==> config.mk <==
export PLATFORM = sky130hd
export DESIGN_NAME = divide_core
export DESIGN_NICKNAME = d
export VERILOG_FILES = /design/src/rtl/divide_core.sv
export SDC_FILE = /design/constraint.sdc
export NUM_CORES = 1
export LEC_CHECK = 0
export BUFFER_PORTS_ARGS = -buffer_cell sky130_fd_sc_hd__buf_4
export CAP_MARGIN = 15
export CORE_MARGIN = 5
export CORE_UTILIZATION = 47
export DETAILED_ROUTE_END_ITERATION = 8
export GPL_ROUTABILITY_DRIVEN = 0
export PLACE_DENSITY = 0.73
export SYNTH_ARGS = -nofsm -noshare
export SYNTH_HDL_FRONTEND = slang
export SYNTH_SLANG_ARGS = --single-unit
==> constraint.sdc <==
create_clock -name clock -period 5.3 [get_ports clock]
set_clock_uncertainty 0.2 [all_clocks]
set_input_delay 0.53 -clock clock [delete_from_list [all_inputs] [get_ports clock]]
set_output_delay 0.53 -clock clock [all_outputs]
set_load 0.05 [all_outputs]
==> src/rtl/divide_core.sv <==
// divide_core: multi-cycle 32-bit signed divider (quotient only), non-restoring, one bit per clock.
// DIVIDE_EARLY_EXC_EN: report divide-by-zero one edge after the start instead of after 33.
module divide_core #(
    parameter int WIDTH = 32
) (
    output logic [WIDTH-1:0] data_result,
    input  logic [WIDTH-1:0] data_operandA,
    input  logic [WIDTH-1:0] data_operandB,
    input  logic             clock,
    input  logic             ctrl_DIV,
    output logic             data_resultRDY,
    output logic             data_exception,
    input  logic             reset_n
);
    typedef enum logic [1:0] {IDLE, RUN, DONE} state_t;
    state_t state, state_nx;
    logic [5:0] counter;
    logic [WIDTH+1:0] rem, rem_sh, rem_nx;
    logic [WIDTH-1:0] quo, a_mag;
    logic [WIDTH:0] b_mag, b_in;
    logic neg, exc, start_exc, b_zero, early;
    always_comb begin
        a_mag = data_operandA[WIDTH-1] ? -data_operandA : data_operandA;
        b_in = data_operandB[WIDTH-1] ? -{1'b1, data_operandB} : {1'b0, data_operandB};
        b_zero = data_operandB == '0;
        start_exc = b_zero | (data_operandA == {1'b1, {(WIDTH-1){1'b0}}} && data_operandB == '1);
`ifdef DIVIDE_EARLY_EXC_EN
        early = b_zero;
`else
        early = 1'b0;
`endif
        // remainder is two bits wider than the operands so the shifted value never overflows
        rem_sh = {rem[WIDTH:0], quo[WIDTH-1]};
        rem_nx = rem[WIDTH+1] ? rem_sh + {1'b0, b_mag} : rem_sh - {1'b0, b_mag};
        state_nx = ctrl_DIV ? RUN : (state == RUN && counter == 6'd32) ? DONE : (state == RUN) ? RUN : IDLE;
        data_resultRDY = state == DONE;
        data_exception = state == DONE && exc;
    end
    always_ff @(posedge clock) begin
        if (!reset_n) begin
            state <= IDLE;
            counter <= '0;
            rem <= '0;
            quo <= '0;
            b_mag <= '0;
            neg <= 1'b0;
            exc <= 1'b0;
            data_result <= '0;
        end else begin
            state <= state_nx;
            if (ctrl_DIV) begin
                rem <= '0;
                quo <= a_mag;
                b_mag <= b_in;
                neg <= data_operandA[WIDTH-1] ^ data_operandB[WIDTH-1];
                exc <= start_exc;
                counter <= early ? 6'd32 : 6'd0;
            end else if (state == RUN) begin
                if (counter == 6'd32)
                    data_result <= exc ? '0 : neg ? -quo : quo;
                else begin
                    rem <= rem_nx;
                    quo <= {quo[WIDTH-2:0], ~rem_nx[WIDTH+1]};
                    counter <= counter + 6'd1;
                end
            end
        end
    end
endmodule

## After elaboration in Yosys (flattened, before gate mapping)

Index checks and enable logic that the tools add are counted.

| cells by class | value |
|---|---|
| reduce and logical (&&, ||, !) cells | 9 |
| $add $sub $neg | 6 |
| muxes and demuxes | 11 |
| eq/ne operators | 6 |
| bitwise logic cells | 6 |

Operators by type and width:

| operator | count |
|---|---|
| $mux 32 | 6 |
| $eq 32x32->1 const B | 2 |
| $neg 32->32 | 2 |
| $add 34x33->34 | 1 |
| $mux 34 | 1 |
| $sub 34x33->34 | 1 |
| $mux 33 | 1 |
| $neg 33->33 | 1 |
| $logic_not 32->1 | 1 |
| $add 6x1->6 const B | 1 |
| $eq 6x6->1 const B | 1 |
| $not 1->1 | 4 |
| $reduce_and 2->1 | 2 |
| $logic_and 1x1->1 | 3 |
| $reduce_and 3->1 | 1 |
| $eq 2x1->1 const B | 1 |
| $eq 2x2->1 const B | 1 |
| $mux 1 | 2 |
| $mux 2 | 1 |
| $ne 2x2->1 const B | 1 |
| $reduce_bool 2->1 | 1 |
| $reduce_or 2->1 | 1 |
| $or 1x1->1 | 1 |
| $xor 1x1->1 | 1 |

| word-level totals | value |
|---|---|
| bits in registers | 141 |
| input bits | 67 |
| output and inout port bits | 34 |
| logic and storage cells | 47 |

## Logic depth before layout (Yosys ltp)

Gate-level depths: netlist (run 1).

| logic depth | value |
|---|---|
| word-level depth | 6 |
| gate-level depth with buffers | 16 |
| mapped depth without buffers | 16 |

## Worst setup path after synthesis (run 1)

OpenSTA, ideal clock, no wires.

| path | value |
|---|---|
| path type | reg-to-reg |
| start point | reg b_mag[10] |
| end point | reg rem[33] |
| path slack | 0.977 ns |
| period minus slack after synthesis | 4.323 ns |
| path buffers | 0 |
| stages on the path, launching flop included | 15 |
| library setup time | 0.116 ns |
| data arrival time | 4.007 ns |
| required time | 4.984 ns |
| cell sequence | dfxtp_1 > or4_1 > or2_2 > nor4_1 > nor3b_1 > a21oi_1 > xor2_1 > ha_1 > or3_1 > a21oi_1 > nor2_1 > a2111oi_0 > nand4_1 > o311a_1 > and3_1 |

| on the way | value |
|---|---|
| cells in the longest elaborated chain, start to end | 2 |
| elaborated cells between the ends (all ways) | 3 |
| those cells by class | 2 x add/sub; 1 x mux |

RTL lines:

| element | line | source |
|---|---|---|
| start: declaration | 20 | `logic [WIDTH:0] b_mag, b_in;` |
| start signal: assignment | 54 | `b_mag <= b_in;` |
| $sub 34x33->34 / $add 34x33->34 (equally long branches) | 34 | `rem_nx = rem[WIDTH+1] ? rem_sh + {1'b0, b_mag} : rem_sh - {1'b0, b_mag};` |
| $mux 34 (*) | 34 |  |
| end signal: assignment | 62 | `rem <= rem_nx;` |
| end: declaration | 18 | `logic [WIDTH+1:0] rem, rem_sh, rem_nx;` |

Mark *: on every way between the ends. The rest lies on a longest branch, timed or not.
A chain may end at the register's enable or synchronous reset.

## Final worst setup path (run 1)

Same ends and word-level chain as after synthesis.

==> results of run 1 <==
[stage by stage]
stage / setup slack [ns] / util, %
after floorplan: 0.977 / -
after global routing: 0.00408 / 55.0
after global placement: 0.661 / 51.9
final: 0.435 / 55.0
after detailed placement: 0.476 / 51.9
after CTS: 0.463 / 55.0
[worst paths after layout]
check	depth (start not counted)	endpoint	slack, ns
setup / recovery	14	rem[33]$_SDFFE_PP0P_	0.44
hold reg to reg	2	data_result[31]$_SDFFE_PN0P_	0.26
hold / removal	3	b_mag[0]$_SDFFE_PN0P_	0.20
setup reg to reg	14	rem[33]$_SDFFE_PP0P_	0.44
[kinds of logic (layout without fill, tap and decap cells)]
| kind of cell | after synthesis | after routing | synth area share [%] |
|---|---|---|---|
| and+or+nand+nor | 486 | 486 | 24.7 |
| muxes | 9 | 9 | 0.962 |
| adders and majority gates | 41 | 41 | 5.48 |
| xor gates and xnor gates | 142 | 142 | 13.1 |
| AOI/OAI and AO/OA | 334 | 334 | 22.2 |
| buffers and inverters | 94 | 165 | 3.73 |
| DFF | 141 | 141 | 29.7 |
[final cells by class]
| cell class | instances | area (sq um) |
|---|---|---|
| Fill cell | 1949 | 9020 |
| Sequential cell | 141 | 2820 |
| Multi-Input combinational cell | 1012 | 6320 |
| Tap cell | 270 | 338 |
| Inverter | 25 | 93.8 |
| Timing Repair Buffer | 109 | 818 |
| Clock inverter | 13 | 190 |
| Clock buffer | 18 | 439 |
[power breakdown]
part | total (mW) | switching (mW) | internal (mW) | leakage (nW)
registers | 1.19 | 0.0716 | 1.12 | 1.15
logic | 0.886 | 0.524 | 0.362 | 2.91
clock network | 1.29 | 0.489 | 0.801 | 0.295
total | 3.37 | 1.09 | 2.28 | 4.36
[routing by layer]
metal,GRT usage [%],part of all wire [%],vias up
met2,38.2,48,269
met4,5.91,1.7,0
met5,0,0,-
li1,-,-,4600
met3,3.58,4.8,35
met1,29.7,45,4460
[worst max-delay path, stage by stage (launching register included)]
cell	delay, ns
dfxtp_1	0.35
or4_1	0.59
or2_2	0.34
nor4_1	0.21
buf_4	0.19
nor3b_1	0.43
a21oi_1	0.16
xor2_1	0.18
ha_1	0.23
or3_1	0.44
a21oi_1	0.14
nor2_1	0.06
a2111oi_0	0.72
o2111ai_1	0.27
and3_1	0.25
[state kept, by name (all words and copies together), names as in the netlist]
signal and flops:
b_mag 33, counter 6, data_result 32, exc 1, neg 1, quo 32
rem 34, state 2
[Yosys cell counts (25+ instances only)]
cell type  count  area share (%)
a211oi_1      37             2.9
nand2_1      169             6.7
o31ai_1       26             2.1
dfxtp_1      141              30
a21oi_1      107             5.6
nor2_1       115             4.5
o21ai_0       69             3.6
clkbuf_1      57             2.3
xnor2_1       42             3.9
ha_1          40             5.3
nand4_1       25             1.6
nand3_1       29             1.5
xor2_1       100             9.2
==> impl_metrics.yaml, run 1 <==
run_status:
  status: "finished clean"
hold_path:
  worstHoldStart: "data_operandB[0]"
  hold_path.class: "input pin to flip-flop"
clocking:
  cts_setup_buffers: 0
  htree_levels: 4
  cts_sinks: 141
  cts_tree: "yes"
  numCtsBuffers: 17
  clock_latency_ns: 0.43
  cts_hold_buffers: 0
  cts.repair.resized: 0
  clk_pin_slew_worst_paths_ns: 0.06
  clock_path_buffers: 2
  root_buffer: "clkbuf_16"
sta:
  setup_tns_ns: 0
  setup_viol: 0
  slew_viol_final: 0
  finalHoldViolCount: 0
  rsz0062_at_grt: "false"
  fin_worst_hold_slack_ns: 0.197
  fin_crit_ns: 4.86
  relSlewSlack_pct: 27.4
  tightest_slew_ns: 1.09
  period_share_pct: 91.8
  fmax_mhz: 206
die:
  dieArea_sq_mm: 0.0231
  placementRows: 52
  die_x_microns: 152
  initial_core_util_pct: 47.4
  core-area_sq_mm: 0.0200
  ios: 101
  chipHeight_microns: 152
run:
  maxCapViolations: 0
logic_synthesis:
  synth_cell_types: 63
  syn_inst: 1247
  synth_fp_nets: 1355
  yosysSeqAreaShare_pct: 29.7
  avgSynthCellArea_sq_um: 7.61
  netlist_area_sq_mm: 0.00949
  synth-edff-count: 0
  synth_ff_type: "dfxtp_1"
  synthArstFlopShare_pct: 0
  ys_ff_latch: 141
  synth_warnings: 0
worst_setup_path:
  critPathRequiredTime_ns: 5.42
  rr_startpoint: "b_mag[10]$_SDFFE_PN0P_"
  startpoint_type: "flip-flop"
  critical_path_class: "flip-flop to flip-flop"
  critPathCaptureType: "flip-flop"
  cp_max_fo: 5
  timing.critical_path.from: "b_mag[10]$_SDFFE_PN0P_"
  arrival_ns: 4.98
place:
  place_area_sq_mm: 0.0104
  port_buffers: 100
  place_inst: 1557
  dp_hpwl_mm: 19.1
power_and_ir_drop:
  power_density_mw_per_mm2: 305
  p_leak_nw: 4.36
  fin_total_pwr_mw: 3.37
  vdd_drop_max_mv: 0.229
finish:
  drive_above_1_share_pct: 12.2
  num_antenna_cells: 0
  area_growth_syn_to_layout_pct: 16.1
  final_common_cell: "nand2_1"
  layout_common_cells: "nand2_1, dfxtp_1, nor2_1"
  final_nets: 1414
  finalNonFillerCells: 1588
  final_area_sq_mm: 0.0110
global_route:
  grt_pass1_vias: 8789
  grt_pass1_wl_mm: 44.0
  antenna_found_initial: 0
  groute.usage.overall_pct: 22.4
  grt_max_degree: 82
  grt-ovfl-total: 0
routing:
  wirelength_mm: 26.7
  drtPass1Iterations: 5
  via_per_inst: 5.90
  drtIter0Drc: 674
  drc_errors: 0
  via_count: 9364
  ant_nets: 0
  wire_per_inst_microns: 16.8
(Power assumes the default switching activity.)
==> run 2, diff against run 1 <==
Settings changed: PLACE_DENSITY 0.73 to 0.68.
==> run 2 against run 1 <==
Against the previous run:
- clock-buffer cell count is 1 lower
- first-iteration DRC count stayed put
- global-route usage is 0.17 points higher
- design area is 0.23% higher
- critical path type unchanged
==> impl_metrics.yaml, run 2 (synthesis results as in run 1) <==
finish:
  final_area_sq_mm: 0.0110
  multi_input_comb_area_sq_mm: 0.00632
  layout_common_cells: "nand2_1, dfxtp_1, nor2_1"
  drive_above_1_share_pct: 12.4
  top_register: "rem"
  regArea_sq_mm: 0.00282
  num_antenna_cells: 0
  area_growth_syn_to_layout_pct: 16.4
  final_nets: 1415
  largest_reg_flops: 34
  final_common_cell: "nand2_1"
  reg.largest.list: "rem x34, b_mag x33"
  fill_cells: 2005
clocking:
  numCtsBuffers: 17
  cts_sinks: 141
  htree_levels: 4
  clock_latency_ns: 0.42
  cts_tree: "yes"
  clock_path_buffers: 2
  cts.repair.resized: 0
  cts_setup_buffers: 0
  cts_hold_buffers: 0
  root_buffer: "clkbuf_16"
  clk_pin_slew_worst_paths_ns: 0.06
place:
  port_buffers: 100
  dp_hpwl_mm: 19.2
  place_area_sq_mm: 0.0104
  place_ws_ns: 0.619
routing:
  wl_met1_mm: 12.1
  drtPass1Iterations: 5
  drc_errors: 0
  wire_per_inst_microns: 16.8
  top_layer: "met4"
  via_count: 9171
  wl_met3_mm: 1.44
  ant_nets: 0
  via_per_inst: 5.77
  drtIter0Drc: 674
  wirelength_mm: 26.7
  met2WireLength_mm: 12.7
die:
  die_x_microns: 152
  dieArea_sq_mm: 0.0231
  initial_core_util_pct: 47.4
  ios: 101
  chipHeight_microns: 152
  core-area_sq_mm: 0.0200
  placementRows: 52
sta:
  fin_crit_ns: 4.74
  tightest_slew_ns: 1.07
  rsz0062_at_grt: "false"
  finalHoldViolCount: 0
  slew_viol_final: 0
  relSlewSlack_pct: 28.7
  fmax_mhz: 211
  setup_viol: 0
  fin_ws_ns: 0.565
  setup_tns_ns: 0
  period_share_pct: 89.3
global_route:
  antenna_found_initial: 0
  grt_pass1_vias: 8712
  grt_pass1_wl_mm: 44.0
  grt-ovfl-total: 0
  groute.usage.overall_pct: 22.6
  grt_max_degree: 80
worst_setup_path:
  startpoint_type: "flip-flop"
  arrival_ns: 4.84
  critPathRequiredTime_ns: 5.41
  rrSetupSlack_ns: 0.56
  cp_max_fo: 5
  critPathCaptureType: "flip-flop"
  critical_path_class: "flip-flop to flip-flop"
run:
  maxCapViolations: 0
power_and_ir_drop:
  power_density_mw_per_mm2: 306
  p_clk_share_pct: 38.5
  p_int_mw: 2.28
  p_switching_mw: 1.11
  p_sw_share_pct: 32.7
  pwr-share-comb_pct: 26.3
  vdd_drop_max_mv: 0.210
  power_frac_seq_pct: 35.2
  p_leak_nw: 4.38
hold_path:
  hold_path.class: "input pin to flip-flop"
run_status:
  status: "finished clean"
==> run 2: layout make-up <==
cell class	count	share of cell area [%]
multi-input combinational	1012	57.2
sequential	141	25.6
timing repair buffer	110	7.54
clock buffer	17	3.85
tap	270	3.06
clock inverter	15	1.91
inverter	25	0.850
==> run 2: power by group through the flow <==
stage                     Sequential, mW  Clock [mW]  Combinational (mW)
after floorplan                     1.19           0               0.658
after global placement              1.21           0               0.861
after detailed placement            1.21           0               0.869
after CTS                           1.19        1.31               0.880
after global routing                1.20        1.37               0.989
final                               1.19        1.30               0.890
==> run 2: per-stage QoR <==
step	instances	util (%)	hold slack, ns	power (mW)
3_5_place_dp	1558	51.9	0.245	2.08
3_3_place_gp	1557	51.9	0.239	2.07
4_1_cts	1590	55.1	0.180	3.38
6_report	1590	55.1	0.188	3.38
5_1_grt	1590	55.1	0.187	3.56
2_1_floorplan	1247	-	0.236	1.84
==> run 2: worst max-delay path: stages (launching register included) <==
cell and delay (ns):
dfxtp_1 0.35, or4_1 0.63, or2_2 0.35, nor4_1 0.21, buf_4 0.20, nor3b_1 0.23, buf_4 0.17, a21oi_1 0.07
xor2_1 0.15, ha_1 0.25, or3_1 0.44, a21oi_1 0.15, nor2_1 0.06, a2111oi_0 0.66, o2111ai_1 0.27, and3_1 0.23
==> run 2: worst paths after layout <==
path	startpoint	endpoint	cells past startpoint
setup / recovery	b_mag[10]$_SDFFE_PN0P_	rem[33]$_SDFFE_PP0P_	15
hold / removal	data_operandB[0]	b_mag[0]$_SDFFE_PN0P_	3
setup reg to reg	b_mag[10]$_SDFFE_PN0P_	rem[33]$_SDFFE_PP0P_	15
hold reg to reg	rem[21]$_SDFFE_PP0P_	rem[21]$_SDFFE_PP0P_	2
==> run 2: metal layers <==
layer	GRT usage (%)	up-vias
met4	5.61	0
met3	3.95	30
met2	38.1	228
met5	0	-
met1	30.2	4301
li1	-	4612
